File: src/rtl/mpadd_seq.sv
// Multi-precision add/subtract sequencer: streams 16-bit limbs LS-first through one Sklansky adder.
// Optional feature macro: MPADD_ZERO_FLAG_EN adds out_zero (every result limb of the operation was zero).

module adder (
    input  logic [15:0] a,
    input  logic [15:0] b,
    input  logic        cin,
    output logic [15:0] sum,
    output logic        cout
);
    localparam int unsigned W      = 16;
    localparam int unsigned LEVELS = 4;

    logic [W-1:0] g;
    logic [W-1:0] p;
    logic [W-1:0] gn;
    logic [W-1:0] pn;
    logic [W:0]   c;

    // Sklansky tree: at level k, bits with bit k set merge with the top bit of the lower half-block
    always_comb begin
        g = a & b;
        p = a ^ b;
        gn = g;
        pn = p;
        for (int unsigned k = 0; k < LEVELS; k++) begin
            gn = g;
            pn = p;
            for (int unsigned i = 0; i < W; i++) begin
                if (((i >> k) & 1) == 1) begin
                    gn[i] = g[i] | (p[i] & g[((i >> k) << k) - 1]);
                    pn[i] = p[i] & p[((i >> k) << k) - 1];
                end
            end
            g = gn;
            p = pn;
        end
        c    = {g | (p & {W{cin}}), cin};
        sum  = a ^ b ^ c[W-1:0];
        cout = c[W];
    end
endmodule

module mpadd_seq #(
    parameter int unsigned MAX_LIMBS = 8
) (
    input  logic        clk,
    input  logic        rst,
    input  logic        in_valid,
    output logic        in_ready,
    input  logic [15:0] in_a,
    input  logic [15:0] in_b,
    input  logic        in_first,
    input  logic        in_last,
    input  logic        in_sub,
    output logic        out_valid,
    input  logic        out_ready,
    output logic [15:0] out_sum,
    output logic        out_last,
    output logic        out_cout,
    output logic        out_ovf,
`ifdef MPADD_ZERO_FLAG_EN
    output logic        out_zero,
`endif
    output logic        out_err
);
    localparam int unsigned LIMB_W = 16;
    localparam int unsigned CNT_W  = $clog2(MAX_LIMBS);

    typedef enum logic {IDLE, RUN} state_t;

    state_t            state_q;
    state_t            state_d;
    logic [CNT_W-1:0]  cnt_q;
    logic [CNT_W-1:0]  idx;
    logic              carry_q;
    logic              sub_q;
    logic              accept;
    logic              first_eff;
    logic              sub_eff;
    logic              last_eff;
    logic              force_last;
    logic              proto_err;
    logic              cin;
    logic [LIMB_W-1:0] b_eff;
    logic [LIMB_W-1:0] sum;
    logic              cout;
    logic              ovf;

    assign in_ready = !out_valid || out_ready;

    // A limb arriving with no open operation always starts a fresh one
    always_comb begin
        state_d    = state_q;
        accept     = in_valid && in_ready;
        first_eff  = in_first || (state_q == IDLE);
        sub_eff    = first_eff ? in_sub : sub_q;
        cin        = first_eff ? in_sub : carry_q;
        b_eff      = in_b ^ {LIMB_W{sub_eff}};
        idx        = first_eff ? '0 : cnt_q;
        force_last = !in_last && (idx == CNT_W'(MAX_LIMBS - 1));
        last_eff   = in_last || force_last;
        proto_err  = (in_first ? (state_q == RUN) : (state_q == IDLE)) || force_last;
        if (accept) begin
            state_d = last_eff ? IDLE : RUN;
        end
    end

    adder u_adder (
        .a    (in_a),
        .b    (b_eff),
        .cin  (cin),
        .sum  (sum),
        .cout (cout)
    );

    // Carry into the MSB recovered from the sum bit, compared with the carry out
    assign ovf = in_a[LIMB_W-1] ^ b_eff[LIMB_W-1] ^ sum[LIMB_W-1] ^ cout;

    always_ff @(posedge clk) begin
        if (rst) begin
            state_q <= IDLE;
        end else begin
            state_q <= state_d;
        end
    end

    always_ff @(posedge clk) begin
        if (rst) begin
            carry_q   <= 1'b0;
            sub_q     <= 1'b0;
            cnt_q     <= '0;
            out_valid <= 1'b0;
            out_sum   <= '0;
            out_last  <= 1'b0;
            out_cout  <= 1'b0;
            out_ovf   <= 1'b0;
            out_err   <= 1'b0;
        end else if (accept) begin
            carry_q   <= cout;
            sub_q     <= sub_eff;
            cnt_q     <= idx + CNT_W'(1);
            out_valid <= 1'b1;
            out_sum   <= sum;
            out_last  <= last_eff;
            out_cout  <= last_eff && cout;
            out_ovf   <= last_eff && ovf;
            out_err   <= out_err || proto_err;
        end else if (out_ready) begin
            out_valid <= 1'b0;
        end
    end

`ifdef MPADD_ZERO_FLAG_EN
    logic zacc_q;
    logic zero_all;

    assign zero_all = (first_eff || zacc_q) && (sum == '0);

    always_ff @(posedge clk) begin
        if (rst) begin
            zacc_q   <= 1'b0;
            out_zero <= 1'b0;
        end else if (accept) begin
            zacc_q   <= zero_all;
            out_zero <= last_eff && zero_all;
        end
    end
`endif

endmodule

File: config.mk
export PLATFORM = sky130hd
export DESIGN_NAME = mpadd_seq
export DESIGN_NICKNAME = d
export VERILOG_FILES = /design/src/rtl/mpadd_seq.sv
export SDC_FILE = /design/constraint.sdc
export NUM_CORES = 1
export LEC_CHECK = 0
export CAP_MARGIN = 5
export CORE_MARGIN = 4
export CORE_UTILIZATION = 63
export CTS_CLUSTER_SIZE = 10
export DETAILED_ROUTE_END_ITERATION = 8
export DONT_BUFFER_PORTS = 1
export PLACE_DENSITY = 0.82
export SKIP_LAST_GASP = 1
export SLEW_MARGIN = 20
export SYNTH_ARGS = -nofsm -noshare
export SYNTH_HDL_FRONTEND = slang
export SYNTH_HIERARCHICAL = 1
export SYNTH_SLANG_ARGS = --single-unit
File: constraint.sdc
create_clock -name clk -period 5.11 [get_ports clk]
set_clock_uncertainty 0.2 [all_clocks]
set_input_delay 0.511 -clock clk [delete_from_list [all_inputs] [get_ports clk]]
set_output_delay 0.511 -clock clk [all_outputs]
set_load 0.05 [all_outputs]
* Word-level counts from Yosys, hierarchy flattened
Index checks and enable logic that the tools add are counted.
** Storage, ports and cells
- Register bits :: 27
- Bits of input ports :: 39
- Output and inout port bits :: 22
** Cells by class
- Add/subtract/negate cells :: 1
- Equality and inequality tests :: 1
- Muxes and demuxes :: 7
- Bitwise logic cells :: 106
- Reductions and logical operators :: 12
** Operator list (count)
- 1-bit AND :: 64
- 16-bit XOR :: 3
- 16-bit AND :: 2
- 1-bit OR :: 32
- 16-bit OR :: 1
- 1-bit 2-to-1 mux :: 6
- 1-bit logical OR :: 5
- 1-bit logical AND :: 4
- 3-bit by 1-bit adder with 3-bit output (second input constant) :: 1
- 3-bit == test (second input constant) :: 1
- 3-bit 2-to-1 mux :: 1
- 1-bit XOR :: 3
- 1-bit logical NOT :: 2
- 2-bit nonzero test :: 1
- 1-bit inverter :: 1

* Depth between registers and ports, before layout
Gate-level depths: netlist (run 1).
- Depth in word-level cells :: 18
- Mapped depth :: 15
- Mapped depth without buffers :: 14

* Hierarchy
Netlist (run 1), hierarchy kept.
** Modules (own cells, without submodules)
- mpadd_seq :: instances 1, cells an instance 148, area an instance 1290.0 µm²
- adder :: instances 1, cells an instance 91, area an instance 660.6 µm²

* Worst setup path after synthesis (run 1)
No wires, ideal clock.
- Kind :: input-to-reg
- From :: in in_first
- To :: reg out_ovf
- Library setup time :: 0.088 ns
- Data arrival time :: 3.800 ns
- Required time :: 4.822 ns
- Path slack :: 1.022 ns
- Cell stages on the path :: 15
- Cells stage by stage :: inv_1 -> ha_1 -> mux2i_4 -> buf_2 -> xnor2_1 -> ha_1 -> a21oi_1 -> o21ai_1 -> and2_1 -> a211o_2 -> a221o_1 -> a21o_1 -> xor2_1 -> xnor3_1 -> o32ai_2
** On the way
- Elaborated cells on any way between the ends :: 71
- Classes of those cells :: 1 x eq/ne; 3 x mux; 63 x bitwise; 4 x reduce/logical
** RTL lines
- start: declaration :: line 53 : input logic in_first,
- 1-bit logical OR (*) :: line 96 : first_eff = in_first || (state_q == IDLE);
- 1-bit 2-to-1 mux (*) :: line 97 : sub_eff = first_eff ? in_sub : sub_q;
- 16-bit XOR (*) :: line 99 : b_eff = in_b ^ {LIMB_W{sub_eff}};
- via b_eff[5] :: line 85 : logic [LIMB_W-1:0] b_eff;
- 16-bit XOR :: line 23 : p = a ^ b;
- 1-bit AND :: line 31 : gn[i] = g[i] | (p[i] & g[((i >> k) << k) - 1]);
- 1-bit OR :: line 31
- 1-bit AND :: line 31
- 1-bit OR (2 in a row) :: line 31
- 1-bit AND :: line 31
- 1-bit OR :: line 31
- 16-bit OR (*) :: line 38 : c = {g | (p & {W{cin}}), cin};
- via cout :: line 87 : logic cout;
- 1-bit XOR (*) :: line 118 : assign ovf = in_a[LIMB_W-1] ^ b_eff[LIMB_W-1] ^ sum[LIMB_W-1] ^ cout;
- 1-bit logical AND (*) :: line 147 : out_ovf <= last_eff && ovf;
- end signal: assignment :: line 147
- end: declaration :: line 61 : output logic out_ovf,
The timed path passes the listed nets; every way through them passes the cells marked *.
A chain may end at the register's enable or synchronous reset.

* Worst setup path in the final report (run 1)
- From :: reg state_q
- To :: reg out_ovf
** On the way
- Cells in the longest elaborated chain, start to end :: 18
- Elaborated cells on any way between the ends :: 72
- Classes of those cells :: 1 x eq/ne; 3 x mux; 64 x bitwise; 4 x reduce/logical
** RTL lines
- start: declaration :: line 72 : state_t state_q;
- start signal: assignment :: line 124 : state_q <= state_d;
- 1-bit inverter (*) :: line 96
- 1-bit logical OR (*) :: line 96
- 1-bit 2-to-1 mux (*) :: line 97
- 16-bit XOR (*) :: line 99
- via b_eff[0] :: line 85
- 16-bit AND :: line 22 : g = a & b;
- 1-bit AND :: line 31
- 1-bit OR :: line 31
- [... 3 more ...]
- 1-bit OR :: line 31
- 1-bit AND :: line 31
- 1-bit OR :: line 31
- 16-bit OR (*) :: line 38
- 16-bit XOR (*) :: line 39 : sum = a ^ b ^ c[W-1:0];
- via sum[15] :: line 86 : logic [LIMB_W-1:0] sum;
- 1-bit XOR (*) (2 in a row) :: line 118
- 1-bit logical AND (*) :: line 147
Marks and branches as above.

==> results.yml, run 1 <==
timing:
  fin_crit_sh: 0.846
  max-slew-margin-rel: 0.457
  period_needed_ps: 4330
  hold_violations: 0
  hold_slack_ps: 28.0
  setup_viol: 0
  slew_viol_final: 0
  fmax_ghz: 0.231
  rsz0062_at_grt: "no"
  tightestPinTransition_ps: 797
  tns_ps: 0
setup_path:
  critPathLaunchType: "flip-flop"
  cp-end-kind: "flip-flop"
  regToRegEndpoint: "out_ovf$_SDFFE_PP0P_"
  crit_chain: "ha_1, mux2i_4, xnor2_1, ha_1, a21oi_1, nor2_1, o21a_1, a211o_2, a221o_1, xor2_1, xor2_1, xnor3_1, o32ai_2"
  critical_path_buf_inv_count: 0
  required_ps: 5140
  cpPeakStageDelay_ps: 740
  reg2reg_depth: 13
  worstSetupPathType: "flip-flop to flip-flop"
  r2r_start: "state_q$_SDFFE_PP0P_"
  r2r_setup_slack_ps: 780
  cp_max_fo: 18
  crit_path_top_delay_cell: "mux2i_4"
  cp_data_arrival_time_ps: 4360
  cpLargestDelayFamily: "compound AO/OA/AOI/OAI gates"
clock_tree:
  cts_inserted_buffers: 3
  clkSlewWorstSetupHoldPaths_ps: 140
  htreeDepth: 1
  clk_latency_ps: 320
  cts_hold_buffers: 0
  cts_buffer_depth: 2
  postCtsSetupBuffers: 0
  cts_sinks: 27
  cts_tree: "done"
  cts_root_buf: "clkbuf_4"
  post_cts_resized: 0
yosys:
  ys_types: 36
  ys_seq_area_frac: 0.277
  netlist_area_um2: 1950
  synthFlopType: "dfxtp_1"
  synth_top_cells_by_area: "dfxtp_1, ha_1, xnor2_1, a21oi_1, o21ai_0"
  synth_fp_nets: 298
  synthTopCellsByCount: "a21oi_1, dfxtp_1, o21ai_0"
  synth_seq_cells: 27
  synth_cells: 239
  yosysTopAreaCell: "dfxtp_1"
  yosysMostFrequentCell: "a21oi_1"
  syn-mean-instance-area_um2: 8.16
  netlist.area_leader.share: 0.277
  synth_edf_count: 0
  yosys_warnings: 6
  async_flop_share: 0
drt:
  routed_wl_um: 4530
  viasPerCell: 6.51
  wl_per_cell_um: 17.3
  ant_nets: 0
  drt_iter0_markers: 118
  vias: 1705
  first_pass_iters: 4
  drc: 0
min_path:
  worstHoldPathCells: 1
  hold_path_end: "cnt_q[1]$_SDFFE_PP0P_"
  min_path_type: "input port to flip-flop"
  hp-start: "rst"
die:
  die_h_um: 63.6
  die_w_um: 63.6
  core_region_area_um2: 2850
  start_util: 0.684
  num_io_pins: 61
  rows: 19
  die-area_um2: 4050
cells_and_area:
  drive_above_1_share: 0.0476
  final_nets: 291
  design_area_um2: 1970
  fill_cells: 249
  syn2layout_area_growth_pct: 1.15
  diodes: 0
global_route:
  grt-ovfl-total: 0
  grt_pass1_vias: 1649
  antenna_found_initial: 0
  grt_pass1_wl_um: 7510
  grt.total_usage: 0.226
  grt_max_degree: 28
job:
  maxCapViolations: 0
power:
  powerDensity_nw_per_um2: 327
  p_leak_nw: 0.810
  total_power_w: 0.000645
  peakVddDrop_v: 0.000237
placed_design:
  place.gp.congestion: 0.861
  dpl-instance-area_um2: 1950
  portBuffers: 0
  dp_hpwl_um: 3530
outcome:
  status: "completed"
==> flip-flops by register name, indices dropped and copies added, names as in the netlist <==
signal,count
out_ovf,1
out_sum,16
cnt_q,3
out_last,1
carry_q,1
out_valid,1
out_cout,1
out_err,1
state_q,1
sub_q,1
==> power by group <==
group / total [W] / leakage [nW] / switching, W / internal, W
combinational: 0.000234 / 0.572 / 0.000127 / 0.000107
clock: 0.0000890 / 0.0150 / 0.0000585 / 0.0000305
sequential: 0.000322 / 0.222 / 0.0000878 / 0.000234
==> kinds of logic after synthesis <==
| family | count (synthesis) | synth area share |
|---|---|---|
| adder cells (fa/ha/maj) | 20 | 0.132 |
| XOR/XNOR | 30 | 0.142 |
| AO/OA/AOI/OAI | 81 | 0.245 |
| multiplexers | 2 | 0.0173 |
| AND/OR/NAND/NOR | 56 | 0.142 |
| flip-flops | 27 | 0.277 |
| buffers and inverters | 23 | 0.0449 |
==> final cells by class <==
cell class / count / area (µm²) / share of cell area
clock buffers: 4 / 26.3 / 0.0133
inverters: 10 / 37.5 / 0.0190
multi-input cells: 189 / 1320 / 0.670
well taps: 31 / 38.8 / 0.0197
repair buffers: 1 / 7.51 / 0.00380
flip-flops and latches: 27 / 541 / 0.274
==> through the flow <==
| step | utilization | std cells | worst slack [ps] |
|---|---|---|---|
| after floorplan | - | 239 | 1020 |
| after global placement | 0.682 | 258 | 849 |
| after detailed placement | 0.682 | 258 | 646 |
| after CTS | 0.692 | 262 | 831 |
| after global routing | 0.692 | 262 | 566 |
| final | 0.692 | 262 | 785 |
==> cells in the final DEF (no fill, tap or decap), types with 2 or more instances in the layout <==
master / n
a21oi_1: 35
xnor2_1: 23
nand2_1: 7
ha_1: 19
nor2_1: 11
nor2b_1: 6
and3_1: 2
or2_2: 2
o21ai_0: 25
dfxtp_1: 27
inv_1: 9
clkbuf_4: 3
a211oi_1: 3
o211a_1: 3
xor2_1: 6
nand3_1: 21
nor3_1: 2
o21ai_1: 2
o211ai_1: 4
a21o_1: 2
and2_1: 4
==> worst max-delay path by stage <==
| stage | startpoint | endpoint | depth (start not counted) |
|---|---|---|---|
| floorplan | in_first | out_ovf$_SDFFE_PP0P_ | 15 |
| global placement | in_first | out_ovf$_SDFFE_PP0P_ | 14 |
| detailed placement | in_first | out_ovf$_SDFFE_PP0P_ | 14 |
| CTS | state_q$_SDFFE_PP0P_ | out_ovf$_SDFFE_PP0P_ | 13 |
| global route | state_q$_SDFFE_PP0P_ | out_ovf$_SDFFE_PP0P_ | 13 |
| finish | state_q$_SDFFE_PP0P_ | out_ovf$_SDFFE_PP0P_ | 13 |
==> metal layers <==
| metal | global-route usage | wire length, µm | vias to the layer above |
|---|---|---|---|
| li1 | - | - | 834 |
| met4 | 0.0404 | 31 | 0 |
| met5 | 0 | 0 | - |
| met1 | 0.260 | 1820 | 802 |
| met3 | 0.0995 | 482 | 8 |
| met2 | 0.391 | 2200 | 61 |
Note: power is estimated with default switching activity, not from simulation.
==> run 2, diff against run 1 <==
==> constraint.sdc (replaced) <==
create_clock -name clk -period 4.3 [get_ports clk]
set_clock_uncertainty 0.2 [all_clocks]
set_input_delay 0.43 -clock clk [delete_from_list [all_inputs] [get_ports clk]]
set_output_delay 0.43 -clock clk [all_outputs]
set_load 0.05 [all_outputs]
==> run 2 against run 1 <==
Compared with the run above: sequential share of layout area is 0.71 points lower; global-route usage is 1.2 points higher; cell count is 1.9% higher; critical endpoint unchanged; non-clock buffer count is 5 higher; final area is 2.7% higher; setup slack worse by 520 ps; sequential cell count stayed put; critical path depth is 2 higher; combinational power is 27% higher; worst hold slack better by 35 ps; critical path type unchanged; clock-buffer cell count stayed put; largest cell class unchanged.
==> results.yml, run 2 (synthesized netlist as in run 1, its figures left out) <==
power:
  powerDensity_nw_per_um2: 388
  peakVddDrop_v: 0.000287
  total_power_w: 0.000786
  p_leak_nw: 0.837
placed_design:
  portBuffers: 0
  dp_hpwl_um: 3770
  dpl.cell_count: 260
  place.gp.congestion: 0.862
timing:
  max-slew-margin-rel: 0.281
  hold_slack_ps: 62.6
  tightestPinTransition_ps: 1070
  slew_viol_final: 0
  hold_violations: 0
  fin_crit_sh: 0.938
  rsz0062_at_grt: "no"
  period_needed_ps: 4030
  setup_viol: 0
  fmax_ghz: 0.248
  tns_ps: 0
cells_and_area:
  top_regs: "out_sum x16, cnt_q x3"
  final_nets: 296
  regMostFlops: "out_sum"
  syn2layout_area_growth_pct: 3.85
  final_common_cell: "a21oi_1"
  final_cell_mix: "a21oi_1, dfxtp_1, o21ai_0"
  regArea_um2: 541
  diodes: 0
  largest_reg_flops: 16
  finalNonFillerCells: 267
  final_core_util: 0.710
  fill_cells: 226
  drive_above_1_share: 0.0593
  multi_input_area_um2: 1320
global_route:
  grt.total_usage: 0.239
  grt_pass1_vias: 1780
  grt_pass1_wl_um: 7780
  antenna_found_initial: 0
  grt_max_degree: 27
  grt-ovfl-total: 0
die:
  num_io_pins: 61
  die_h_um: 63.6
  die_w_um: 63.6
  start_util: 0.684
  core_region_area_um2: 2850
  rows: 19
  die-area_um2: 4050
setup_path:
  r2r_setup_slack_ps: 270
  critPathLaunchType: "flip-flop"
  cp_data_arrival_time_ps: 4080
  cp-end-kind: "flip-flop"
  cpPeakStageDelay_ps: 370
  worstSetupPathType: "flip-flop to flip-flop"
  crit_chain: "ha_1, mux2i_4, buf_12, buf_4, xnor2_1, ha_1, nand2_1, nor2_1, and2_0, a211o_2, a221o_1, xor2_1, xor2_1, xnor3_1, o32ai_2"
  crit_path_top_delay_cell: "a211o_2"
  cpLargestDelayFamily: "compound AO/OA/AOI/OAI gates"
  required_ps: 4350
  cp_max_fo: 9
  critical_path_buf_inv_count: 2
min_path:
  min_path_type: "input port to flip-flop"
clock_tree:
  cts_buffer_depth: 2
  htreeDepth: 1
  cts_tree: "done"
  clk_latency_ps: 320
  post_cts_resized: 0
  cts_inserted_buffers: 3
  clkSlewWorstSetupHoldPaths_ps: 140
  cts_sinks: 27
  cts_root_buf: "clkbuf_4"
drt:
  viasPerCell: 6.57
  ant_nets: 0
  routed_wl_um: 4950
  vias: 1754
  drt_iter0_markers: 135
  first_pass_iters: 4
  drc: 0
  wl_per_cell_um: 18.6
job:
  maxCapViolations: 0
outcome:
  status: "completed"
==> run 2: changes by cell type in the layout (fill, tap and decap cells not counted) <==
cell,change
buf_12,+1
clkinv_1,+1
dlygate4sd3_1,+1
buf_4,+3
inv_2,-1
==> run 2: power breakdown <==
group          switching (W)  internal [W]  total, W
combinational       0.000163      0.000134  0.000297
clock              0.0000702     0.0000363  0.000107
sequential          0.000105      0.000278  0.000383
==> run 2: routing by layer <==
layer | up-vias | global-route usage | share of wire
li1 | 846 | - | -
met1 | 812 | 0.256 | 0.39
met2 | 80 | 0.424 | 0.48
met3 | 16 | 0.0995 | 0.099
met4 | 0 | 0.0728 | 0.022
met5 | - | 0 | 0
==> run 2: repair_timing <==
action                     in CTS  in global routing
setup buffers                   0                  2
setup endpoints to repair       0                  1
hold buffers                    1                  0
hold endpoints to repair       26                  0
==> run 2: stage by stage <==
| stage | instance area, µm² | worst slack, ps |
|---|---|---|
| 2_1_floorplan | 1950 | 293 |
| 3_3_place_gp | 1960 | 282 |
| 3_5_place_dp | 1960 | 45.6 |
| 4_1_cts | 2000 | 147 |
| 5_1_grt | 2030 | 147 |
| 6_report | 2030 | 266 |
==> run 2: area by class of cell <==
type	count	share of cell area
Timing Repair Buffer	6	0.0296
Multi-Input combinational cell	189	0.653
Tap cell	31	0.0191
Inverter	10	0.0185
Sequential cell	27	0.267
Clock buffer	4	0.0130
==> run 2: final timing paths <==
kind,startpoint,to,depth (start not counted)
setup reg to reg,state_q$_SDFFE_PP0P_,out_ovf$_SDFFE_PP0P_,15
hold reg to reg,cnt_q[2]$_SDFFE_PP0P_,cnt_q[2]$_SDFFE_PP0P_,2
setup / recovery,state_q$_SDFFE_PP0P_,out_ovf$_SDFFE_PP0P_,15
hold / removal,in_valid,cnt_q[1]$_SDFFE_PP0P_,2
==> run 2: worst register-to-register path: stages, from the launching register on <==
cell,delay (ps)
dfxtp_1,360
ha_1,300
mux2i_4,310
buf_12,160
buf_4,190
xnor2_1,150
ha_1,300
nand2_1,120
nor2_1,70
and2_0,130
a211o_2,370
a221o_1,350
xor2_1,260
xor2_1,240
xnor3_1,260
o32ai_2,190
